File: config.mk
export PLATFORM = sky130hd
export DESIGN_NAME = booth_op_sequencer
export DESIGN_NICKNAME = d
export VERILOG_FILES = /design/src/rtl/booth_op_sequencer_pkg.sv /design/src/rtl/booth_watchdog.sv /design/src/rtl/booth_op_sequencer.sv
export SDC_FILE = /design/constraint.sdc
export NUM_CORES = 1
export LEC_CHECK = 0
export ABC_CLOCK_PERIOD_IN_PS = 1600
export CAP_MARGIN = 15
export CORE_ASPECT_RATIO = 1.5
export CORE_UTILIZATION = 40
export CTS_BUF_LIST = sky130_fd_sc_hd__clkbuf_16
export CTS_CLUSTER_DIAMETER = 40
export DETAILED_ROUTE_END_ITERATION = 16
export PLACE_DENSITY = 0.76
export SYNTH_ARGS = -nofsm -noshare
export SYNTH_HDL_FRONTEND = slang
export SYNTH_SLANG_ARGS = --single-unit
File: constraint.sdc
create_clock -name clk -period 1.6 [get_ports clk]
set_clock_uncertainty 0.1 [all_clocks]
set_input_delay 0.24 -clock clk [delete_from_list [all_inputs] [get_ports clk]]
set_output_delay 0.24 -clock clk [all_outputs]
set_load 0.01 [all_outputs]
File: src/rtl/booth_op_sequencer_pkg.sv
// Shared definitions for the Booth multiplier operand sequencer: state encoding,
// default operand width and the watchdog timeout formula.
package booth_op_sequencer_pkg;

    localparam int BOOTH_N_DEFAULT = 16;

    typedef enum logic [2:0] {
        ST_IDLE    = 3'd0,
        ST_ARM     = 3'd1,
        ST_RUN     = 3'd2,
        ST_RESTART = 3'd3,
        ST_OUT     = 3'd4
    } seq_state_t;

    // Worst-case controller run is about 4 cycles per operand bit plus setup.
    function automatic int booth_timeout(input int n);
        return 4 * n + 8;
    endfunction

endpackage

File: src/rtl/booth_watchdog.sv
// Loadable up-counter that flags when it reaches LIMIT-1 and then holds there,
// so the terminal flag stays up until the next clear.
module booth_watchdog #(
    parameter int LIMIT = 72
) (
    input  logic clk,
    input  logic rst_n,
    input  logic clear,
    input  logic enable,
    output logic expired
);

    localparam int W = $clog2(LIMIT + 1);

    logic [W-1:0] count;

    assign expired = (count == W'(LIMIT - 1));

    always_ff @(posedge clk or negedge rst_n) begin
        if (!rst_n) begin
            count <= '0;
        end else if (clear) begin
            count <= '0;
        end else if (enable && !expired) begin
            count <= count + 1'b1;
        end
    end

endmodule

File: src/rtl/booth_op_sequencer.sv
// Hands one operand pair at a time to the Booth multiplier core, collects the
// {A,Q} product, and aborts with out_err when the core overruns the watchdog.
//
// state      | meaning
// -----------+-----------------------------------------------------------
// ST_IDLE    | waiting for an operand pair, in_ready high
// ST_ARM     | start asserted, waiting for the core to load M
// ST_RUN     | core multiplying, waiting for core_done or timeout
// ST_RESTART | one-cycle core_restart pulse to re-arm the core
// ST_OUT     | result presented, waiting for downstream handshake
module booth_op_sequencer
    import booth_op_sequencer_pkg::*;
#(
    parameter int N       = BOOTH_N_DEFAULT,
    parameter int TIMEOUT = booth_timeout(N)
) (
    input  logic           clk,
    input  logic           rst_n,
    input  logic           in_valid,
    output logic           in_ready,
    input  logic [N-1:0]   in_mcand,
    input  logic [N-1:0]   in_mplier,
    output logic [N-1:0]   data_bus,
    output logic           start,
    input  logic           core_ldM,
    input  logic           core_ldQ,
    input  logic           core_done,
    input  logic [N-1:0]   core_a,
    input  logic [N-1:0]   core_q,
    output logic           core_restart,
    output logic           out_valid,
    input  logic           out_ready,
    output logic [2*N-1:0] out_product,
    output logic           out_err
);

    seq_state_t   state;
    seq_state_t   state_nxt;
    logic [N-1:0] mcand_r;
    logic [N-1:0] mplier_r;
    logic         accept;
    logic         capture;
    logic         abort;
    logic         wd_expired;

    assign accept = in_valid && in_ready;

    // The core samples Q from the bus during its ldQ strobe, M at all other times.
    assign data_bus = core_ldQ ? mplier_r : mcand_r;

    booth_watchdog #(
        .LIMIT (TIMEOUT)
    ) u_watchdog (
        .clk     (clk),
        .rst_n   (rst_n),
        .clear   (accept),
        .enable  ((state == ST_ARM) || (state == ST_RUN)),
        .expired (wd_expired)
    );

    always_ff @(posedge clk or negedge rst_n) begin
        if (!rst_n) begin
            state <= ST_IDLE;
        end else begin
            state <= state_nxt;
        end
    end

    always_comb begin
        state_nxt    = state;
        in_ready     = 1'b0;
        start        = 1'b0;
        core_restart = 1'b0;
        out_valid    = 1'b0;
        capture      = 1'b0;
        abort        = 1'b0;
        unique case (state)
            ST_IDLE: begin
                in_ready = 1'b1;
                if (in_valid) begin
                    state_nxt = ST_ARM;
                end
            end
            ST_ARM: begin
                start = 1'b1;
                // core_done is meaningless before M is loaded, so it is not looked at here.
                if (wd_expired) begin
                    abort     = 1'b1;
                    state_nxt = ST_RESTART;
                end else if (core_ldM) begin
                    state_nxt = ST_RUN;
                end
            end
            ST_RUN: begin
                if (core_done) begin
                    capture   = 1'b1;
                    state_nxt = ST_RESTART;
                end else if (wd_expired) begin
                    abort     = 1'b1;
                    state_nxt = ST_RESTART;
                end
            end
            ST_RESTART: begin
                core_restart = 1'b1;
                state_nxt    = ST_OUT;
            end
            ST_OUT: begin
                out_valid = 1'b1;
                if (out_ready) begin
                    state_nxt = ST_IDLE;
                end
            end
            default: begin
                state_nxt = ST_IDLE;
            end
        endcase
    end

    always_ff @(posedge clk or negedge rst_n) begin
        if (!rst_n) begin
            mcand_r     <= '0;
            mplier_r    <= '0;
            out_product <= '0;
            out_err     <= 1'b0;
        end else begin
            if (accept) begin
                mcand_r  <= in_mcand;
                mplier_r <= in_mplier;
            end
            if (capture) begin
                out_product <= {core_a, core_q};
                out_err     <= 1'b0;
            end else if (abort) begin
                out_product <= '0;
                out_err     <= 1'b1;
            end
        end
    end

endmodule

==> qor.yml, run 1 <==
floorplanning:
  coreArea_um2: 8110
  initial_utilization: 0.417
  io_pins: 124
  die_w_um: 77.0
  placementRows: 40
  dieArea_um2: 8820
  die_y_um: 115
global_routing:
  antenna_found_initial: 0
  overflow: 0
  grt_use_total: 0.212
  grt_pass1_vias: 3081
  grt_pass1_wl_mm: 14.6
  grt_max_degree: 76
synthesis:
  syn_area_per_cell_um2: 9.46
  yosysTopAreaCell: "dfrtp_1"
  synth.top_cell.area_share: 0.556
  synthCells: 357
  syn-num-nets: 429
  yosysWarnings: 0
  synth_area_leaders: "dfrtp_1 (56%), nand2_1 (19%), mux2_2 (5.3%), o21ai_1 (2.5%), buf_6 (2.3%)"
  synth.distinct_cells: 39
  synth-seq-cells: 75
  seq_area_frac_synth: 0.556
  synth_area_um2: 3380
worst_setup_path:
  cp_num_buf_inv: 1
  reg2regPathDepth: 5
  end_kind: "flip-flop"
  startpoint: "state[1]"
  arrival_ps: 1790
  crit_chain: "buf_6, xnor2_4, or3_4, o211ai_2, o31ai_2"
  endpoint: "u_watchdog.count[5]"
  crit_fanout: 6
  cp-start-kind: "flip-flop"
  crit_path_max_incr_delay_ps: 450
  crit_required_ps: 1700
  r2r_slack_ps: -80
  worstReg2RegEnd: "u_watchdog.count[5]"
  rr_startpoint: "state[1]"
  crit_family: "flip-flops"
  worst-setup-path-type: "flip-flop to flip-flop"
  crit_cells: 5
  cpMaxStageDelayCell: "dfrtp_1"
power_and_ir_drop:
  power_w: 0.00940
  comb_power_share: 0.441
  max-vdd-ir-drop_mv: 0.927
  p_seq_frac: 0.343
  p_int_w: 0.00629
  p_clk_frac: 0.216
  switching_share: 0.331
  power_density_nw_per_um2: 1760
  p_leak_nw: 2.56
  switchingPower_w: 0.00311
timing:
  fin_crit_ps: 1680
  slew_violations: 0
  worst_slack_ps: -81.9
  maxSlewHeadroom: 0.740
  tightest_slew_ps: 389
  holdWs_ps: 337
  setup_viol: 20
  fin_crit_sh: 1.05
  rsz0062_at_grt: "true"
  fmax_mhz: 595
  finalHoldViolCount: 0
drt:
  drc: 0
  ant_nets: 0
  via_per_inst: 5.00
  avgRoutedWirePerCell_um: 15.1
  num_vias: 3051
  routed_wirelength_mm: 9.19
  drt_iter0_drc: 116
  drtPass1Iterations: 4
placement:
  placed_cells_incl_taps: 586
  port-buffer-count: 123
  hpwl_mm: 5.84
  gp_congestion: 0.793
layout:
  multi_input_area_um2: 1440
  drive_above_1_share: 0.176
  antenna_cells: 0
  synthToLayoutAreaGrowth_pct: 58.5
  regArea_um2: 1880
  finalNonFillerCells: 610
  final_nets: 574
  nFillCells: 660
clock_tree:
  root_buffer: "clkbuf_16"
  clock-sinks: 75
  clk_latency_ps: 320
  cts.htree.levels: 3
  clk_pin_slew_ps: 60
  cts_buffers: 9
  cts_tree: "yes"
  clock_path_buffers: 2
run_status:
  run_status: "complete, but fails checks"
  violations: "negative setup slack"
hold_path:
  hold_class: "primary input to flip-flop"
run:
  maxCapViolCount: 0
## sequential cells by signal (all words and copies together), names as in the netlist
register          count
mplier_r             16
u_watchdog.count      7
out_err               1
out_product          32
mcand_r              16
state                 3
## cell type report
cell class	count	share of cell area
Sequential cell	75	0.351
Inverter	1	0.000701
Multi-Input combinational cell	261	0.269
Timing Repair Buffer	154	0.299
Tap cell	105	0.0245
Clock inverter	5	0.0136
Clock buffer	9	0.0421
## cells in the mapped netlist
cell type / count
a211o_1: 1
a211oi_1: 1
a211oi_2: 1
a21o_1: 1
a21oi_1: 1
and2_1: 2
and2_4: 2
and2b_1: 1
and3b_1: 1
and4b_2: 1
buf_2: 12
buf_4: 2
buf_6: 7
clkbuf_1: 1
dfrtp_1: 75
ha_1: 1
inv_1: 1
mux2_2: 16
mux2i_1: 3
nand2_1: 167
nand3_1: 3
nand3b_2: 1
nor2_1: 5
nor2b_1: 2
nor3_1: 1
nor3_4: 1
nor3b_1: 2
nor4_1: 1
nor4b_1: 1
o211ai_2: 1
o21a_1: 1
o21ai_0: 15
o21ai_1: 17
o31a_1: 1
o31ai_1: 2
o31ai_2: 1
or3_4: 1
xnor2_1: 3
xnor2_4: 1
## cells by family after synthesis
group | count (synthesis) | synth area share
compound gates | 43 | 0.0763
buf+inv | 23 | 0.0478
mux | 19 | 0.0622
flops | 75 | 0.556
fa+ha+maj | 1 | 0.00370
simple gates | 192 | 0.238
xor+xnor | 4 | 0.0159
## timing repair
item | in CTS | in global routing
resized for setup | 58 | 33
buffers inserted | 4 | 1
endpoints found under the setup margin | 56 | 60
hold buffers | 1 | 0
cloned | 3 | 1
pin swaps | 5 | 9
endpoints found under the hold margin | 75 | 0
## cells in the final DEF (no fill, tap or decap), types with 2 or more instances in the layout
cell / count
dlymetal6s2s_1: 7
nand3_1: 3
dfrtp_1: 73
nor2b_1: 2
o21ai_0: 11
clkbuf_16: 10
clkdlybuf4s15_1: 15
o21ai_1: 20
nor3b_4: 2
mux2_2: 16
bufinv_16: 2
buf_4: 17
inv_1: 3
and2_4: 4
o31ai_2: 2
xnor2_1: 3
dfrtp_2: 2
buf_12: 7
nor2_1: 4
mux2i_1: 3
buf_2: 4
nand2_1: 167
buf_6: 6
clkdlybuf4s50_1: 94
## tightest hold or removal path, stage by stage
cell             delay [ps]
clkdlybuf4s50_1         390
nand2_1                  50
nand2_1                  40
## power by group through the flow
stage	clock network (W)	registers [W]	logic, W
2_1_floorplan	0	0.00328	0.00185
6_report	0.00203	0.00322	0.00414
4_1_cts	0.00206	0.00320	0.00403
3_3_place_gp	0	0.00320	0.00387
3_5_place_dp	0	0.00320	0.00403
5_1_grt	0.00215	0.00333	0.00456
## stage by stage
stage / instance area [um2] / setup slack (ps) / TNS [ps] / util
final: 5350 / -81.9 / -658 / 0.660
after detailed placement: 4840 / -489 / -9930 / 0.597
after global placement: 4840 / -452 / -7840 / 0.597
after floorplan: 3380 / -3.61 / -3.61 / -
after CTS: 5240 / -36.5 / -242 / 0.646
after global routing: 5350 / -144 / -3180 / 0.660
## how the worst min path moves through the flow
stage	start	endpoint	slack (ps)	cells past startpoint
after floorplan	rst_n	mcand_r[0]	-160	0
after global placement	rst_n	out_product[14]	180	2
after detailed placement	rst_n	out_product[16]	190	2
after CTS	in_mplier[11]	mplier_r[11]	330	3
after global routing	in_mplier[2]	mplier_r[2]	350	3
final	in_mplier[11]	mplier_r[11]	340	3
## routing by layer
metal / GRT usage / wire length [um]
met1: 0.235 / 3580
met2: 0.392 / 5020
met3: 0.0398 / 390
met4: 0.0943 / 189
met5: 0 / 0
No activity file was read; power rests on OpenSTA's default activity.
==> run 2, diff against run 1 <==
==> constraint.sdc (replaced) <==
create_clock -name clk -period 1.6 [get_ports clk]
set_clock_uncertainty 0.1 [all_clocks]
set_input_delay 0.32 -clock clk [delete_from_list [all_inputs] [get_ports clk]]
set_output_delay 0.32 -clock clk [all_outputs]
set_load 0.01 [all_outputs]
==> run 2 against run 1 <==
Against the previous run:
- the flow still finishes with violations (negative setup slack)
- sequential cell count unchanged
- power grew 9.1%
- clock-buffer cell count stayed put
- critical path depth shrank 2
- global-route usage fell by 0.44 points
- non-clock buffer count grew 16
- core utilization increased by 4.6 points
- worst setup slack worse by 31 ps
- first-iteration DRC count grew 32%
- critical path type is now flip-flop to output port
==> qor.yml, run 2 (same netlist as run 1, synthesis figures left out) <==
drt:
  via_per_inst: 5.00
  drt_iter0_drc: 153
  drc: 0
  ant_nets: 0
  num_vias: 3151
  routed_wirelength_mm: 11.0
  drtPass1Iterations: 4
  avgRoutedWirePerCell_um: 17.4
layout:
  antenna_cells: 0
  final_cell_mix: "nand2_1 (142), dfrtp_1 (72), clkdlybuf4s50_1 (68), dlygate4sd2_1 (33)"
  max_flop_register: "out_product"
  final_nets: 592
  drive_above_1_share: 0.309
  layout_commonest_cell: "nand2_1"
  nFillCells: 609
  finalNonFillerCells: 630
  top_regs: "out_product (32), mcand_r (16), mplier_r (16)"
  synthToLayoutAreaGrowth_pct: 69.6
  largest_register_ffs: 32
  final_area_um2: 5730
global_routing:
  grt_pass1_wl_mm: 14.3
  antenna_found_initial: 0
  overflow: 0
  grt_pass1_vias: 2998
  grt_use_total: 0.208
  grt_max_degree: 76
power_and_ir_drop:
  p_int_w: 0.00679
  max-vdd-ir-drop_mv: 0.999
  switchingPower_w: 0.00346
  p_clk_frac: 0.235
  p_seq_frac: 0.313
  power_density_nw_per_um2: 1790
  power_w: 0.0103
  switching_share: 0.338
  p_leak_nw: 2.86
  comb_power_share: 0.452
placement:
  gp_congestion: 0.777
  hpwl_mm: 5.49
  port-buffer-count: 123
  dp_slack_ps: -645
  placed_cells_incl_taps: 586
  place_area_um2: 4830
floorplanning:
  io_pins: 124
  coreArea_um2: 8110
  initial_utilization: 0.417
  placementRows: 40
  dieArea_um2: 8820
  die_w_um: 77.0
  die_y_um: 115
worst_setup_path:
  arrival_ps: 1290
  startpoint: "state[2]"
  end_kind: "output port"
  crit_required_ps: 1180
  crit_fanout: 3
  cp-start-kind: "flip-flop"
  rr_startpoint: "state[2]"
  worst-setup-path-type: "flip-flop to output port"
  r2r_slack_ps: -70
clock_tree:
  clock_path_buffers: 2
  cts_tree: "yes"
  root_buffer: "clkbuf_16"
  clock-sinks: 75
  clk_pin_slew_ps: 60
  cts.htree.levels: 3
  clk_latency_ps: 320
  cts_buffers: 9
timing:
  slew_violations: 0
  maxSlewHeadroom: 0.728
  fin_crit_ps: 1710
  worst_slack_ps: -113
  rsz0062_at_grt: "true"
  finalHoldViolCount: 0
  fin_crit_sh: 1.07
  setup_tns_ps: -1100
  fmax_mhz: 584
  setup_viol: 48
  tightest_slew_ps: 408
run_status:
  violations: "negative setup slack"
  run_status: "complete, but fails checks"
run:
  maxCapViolCount: 0
hold_path:
  hold_class: "flip-flop to flip-flop"
  hp-start: "mplier_r[13]"
[run 2: cell types whose count changed in the layout (fill, tap and decap cells not counted), sizes merged]
cell	previous run	this run
clkinv	1	2
dlygate4sd2	0	33
bufinv	2	4
buf	35	59
dlymetal6s2s	7	0
clkbuf	11	18
clkdlybuf4s15	15	0
and2	6	8
inv	3	2
clkdlybuf4s50	94	68
[run 2: power groups by stage]
stage / clock, W / sequential [W] / combinational [W]
after floorplan: 0 / 0.00328 / 0.00185
after global placement: 0 / 0.00318 / 0.00388
after detailed placement: 0 / 0.00318 / 0.00400
after CTS: 0.00242 / 0.00317 / 0.00375
after global routing: 0.00252 / 0.00330 / 0.00501
final: 0.00240 / 0.00321 / 0.00464
[run 2: final cells by class]
type,count,area [um2],share of cell area
sequential,75,1880,0.328
timing repair buffer,170,1760,0.307
multi-input combinational,263,1590,0.278
clock buffer,9,225,0.0393
clock inverter,7,131,0.0229
tap,105,131,0.0229
inverter,1,3.75,0.000655
[run 2: worst paths after layout]
path	endpoint	depth (start not counted)
hold reg to reg	mplier_r[13]	2
setup / recovery	in_ready	3
setup reg to reg	out_product[7]	6
max in group asynchronous	state[1]	3
hold / removal	mplier_r[13]	2
min in group asynchronous	out_product[0]	3
[run 2: through the flow]
stage	util	hold slack, ps
2_1_floorplan	-	-75.6
3_3_place_gp	0.596	263
3_5_place_dp	0.596	267
4_1_cts	0.642	376
5_1_grt	0.706	388
6_report	0.706	377
[run 2: per-layer routing]
metal	part of all wire	global-route usage	wire (um)	vias to the layer above
met2	0.53	0.358	5770	144
met1	0.37	0.249	4070	1495
met5	0	0	0	-
li1	-	-	-	1480
met4	0.044	0.0906	480	0
met3	0.060	0.0454	654	32
[run 2: what timing repair did]
item,4_1_cts,5_1_grt
pin swaps,8,16
hold endpoints to repair,75,0
buffers inserted,5,4
resized for setup,138,74
setup endpoints to repair,89,66
cloned,4,14
hold buffers,1,0
[run 2: critical path, stage by stage, from the launching register on]
cell and delay (ps):
dfrtp_2 440, buf_6 130, nor3_4 210, buf_2 180
==> run 3, diff against run 2 <==
--- a/config.mk
+++ b/config.mk
@@ -13,6 +13,8 @@
 export CTS_CLUSTER_DIAMETER = 40
 export DETAILED_ROUTE_END_ITERATION = 16
 export PLACE_DENSITY = 0.76
+export SKIP_CTS_REPAIR_TIMING = 1
+export SKIP_LAST_GASP = 1
 export SYNTH_ARGS = -nofsm -noshare
 export SYNTH_HDL_FRONTEND = slang
 export SYNTH_SLANG_ARGS = --single-unit
==> run 3 against run 2 <==
Against the previous run:
- the flow still finishes with violations (negative setup slack)
- sequential share of layout area rose by 0.11 points
- sequential power barely moved
- first-iteration DRC count rose by 10%
- core utilization fell by 0.28 points
- worst setup slack improved by 45 ps
- via count fell by 0.95%
- sequential cell count did not move
- critical path type unchanged
- highest routed layer unchanged
==> qor.yml, run 3 (same netlist as run 1, synthesis figures left out) <==
run_status:
  run_status: "complete, but fails checks"
  violations: "negative setup slack"
worst_setup_path:
  arrival_ps: 1250
  worstReg2RegEnd: "out_product[12]"
  reg2regPathDepth: 6
  cp-start-kind: "flip-flop"
  crit_required_ps: 1180
  end_kind: "output port"
  r2r_slack_ps: -70
  crit_fanout: 5
  worst-setup-path-type: "flip-flop to output port"
  rr_startpoint: "state[2]"
layout:
  layout_commonest_cell: "nand2_1"
  antenna_cells: 0
  synthToLayoutAreaGrowth_pct: 68.9
  regArea_um2: 1880
  drive_above_1_share: 0.240
  final_nets: 593
  largest_register_ffs: 32
  multi_input_area_um2: 1450
  nFillCells: 609
  top_regs: "out_product (32), mcand_r (16), mplier_r (16)"
  max_flop_register: "out_product"
  finalNonFillerCells: 631
  final_cell_mix: "nand2_1 (161), dfrtp_1 (73), clkdlybuf4s50_1 (68), dlymetal6s2s_1 (38), o21ai_1 (29)"
  final_area_um2: 5700
floorplanning:
  coreArea_um2: 8110
  die_y_um: 115
  io_pins: 124
  initial_utilization: 0.417
  dieArea_um2: 8820
  die_w_um: 77.0
  placementRows: 40
timing:
  setup_viol: 47
  fmax_mhz: 600
  slew_violations: 0
  rsz0062_at_grt: "true"
  fin_crit_ps: 1670
  fin_crit_sh: 1.04
  tightest_slew_ps: 400
  setup_tns_ps: -1030
  finalHoldViolCount: 0
  maxSlewHeadroom: 0.733
  worst_slack_ps: -67.9
placement:
  placed_cells_incl_taps: 586
  hpwl_mm: 5.49
  port-buffer-count: 123
  gp_congestion: 0.777
  place_area_um2: 4830
global_routing:
  antenna_found_initial: 0
  grt_pass1_vias: 2902
  grt_pass1_wl_mm: 13.4
  grt_max_degree: 76
  overflow: 0
  grt_use_total: 0.193
power_and_ir_drop:
  switchingPower_w: 0.00333
  p_leak_nw: 3.12
  max-vdd-ir-drop_mv: 1.01
  p_seq_frac: 0.317
  power_density_nw_per_um2: 1770
  p_int_w: 0.00677
  p_clk_frac: 0.238
  switching_share: 0.330
  power_w: 0.0101
  comb_power_share: 0.445
drt:
  via_per_inst: 4.95
  drc: 0
  ant_nets: 0
  num_vias: 3121
  routed_wirelength_mm: 10.5
  drtPass1Iterations: 7
  avgRoutedWirePerCell_um: 16.7
  drt_iter0_drc: 169
clock_tree:
  clock_path_buffers: 2
  root_buffer: "clkbuf_16"
  cts.htree.levels: 3
  cts_buffers: 9
  clk_latency_ps: 320
  clock-sinks: 75
  cts_tree: "yes"
  clk_pin_slew_ps: 50
hold_path:
  hold_class: "flip-flop to flip-flop"
  worstHoldEndpoint: "mplier_r[15]"
  whs_path_depth: 2
  hp-start: "mplier_r[15]"
run:
  maxCapViolCount: 0
run 3: layout make-up:
class / instances / share of cell area
clock inverter: 7 / 0.0230
timing repair buffer: 172 / 0.331
inverter: 1 / 0.000658
clock buffer: 9 / 0.0395
tap: 105 / 0.0230
sequential: 75 / 0.329
multi-input combinational: 262 / 0.254
run 3: per-stage QoR:
step                      hold WS (ps)  setup slack [ps]  utilization
after floorplan                  -75.6             -3.61            -
after global placement             263              -641        0.596
after detailed placement           267              -645        0.596
after CTS                        -79.1              -654        0.640
after global routing               388              -121        0.704
final                              373             -67.9        0.704
run 3: worst max path at each step:
| stage | startpoint | endpoint | slack [ps] | cells past startpoint |
|---|---|---|---|---|
| global placement | core_ldQ | data_bus[13] | -640 | 4 |
| detailed placement | core_ldQ | data_bus[13] | -640 | 4 |
| finish | state[2] | in_ready | -70 | 3 |
| global route | state[2] | mcand_r[3] | -120 | 7 |
| CTS | core_ldQ | data_bus[14] | -650 | 4 |
| floorplan | u_watchdog.count[0] | out_err | -4 | 6 |
run 3: critical path, stage by stage (launching register included):
cell,delay [ps]
dfrtp_1,430
buf_6,150
nor3_4,170
buf_2,170
run 3: power by group through the flow:
stage | logic, W | registers, W | clock network (W)
floorplan | 0.00185 | 0.00328 | 0
global placement | 0.00388 | 0.00318 | 0
detailed placement | 0.00400 | 0.00318 | 0
CTS | 0.00402 | 0.00317 | 0.00242
global route | 0.00486 | 0.00328 | 0.00252
finish | 0.00450 | 0.00320 | 0.00240
run 3: per-layer routing:
metal / track usage / share of wire / vias up
met5: 0 / 0 / -
met4: 0.0868 / 0.030 / 0
met3: 0.0430 / 0.061 / 25
met2: 0.330 / 0.51 / 145
met1: 0.232 / 0.40 / 1463
li1: - / - / 1488
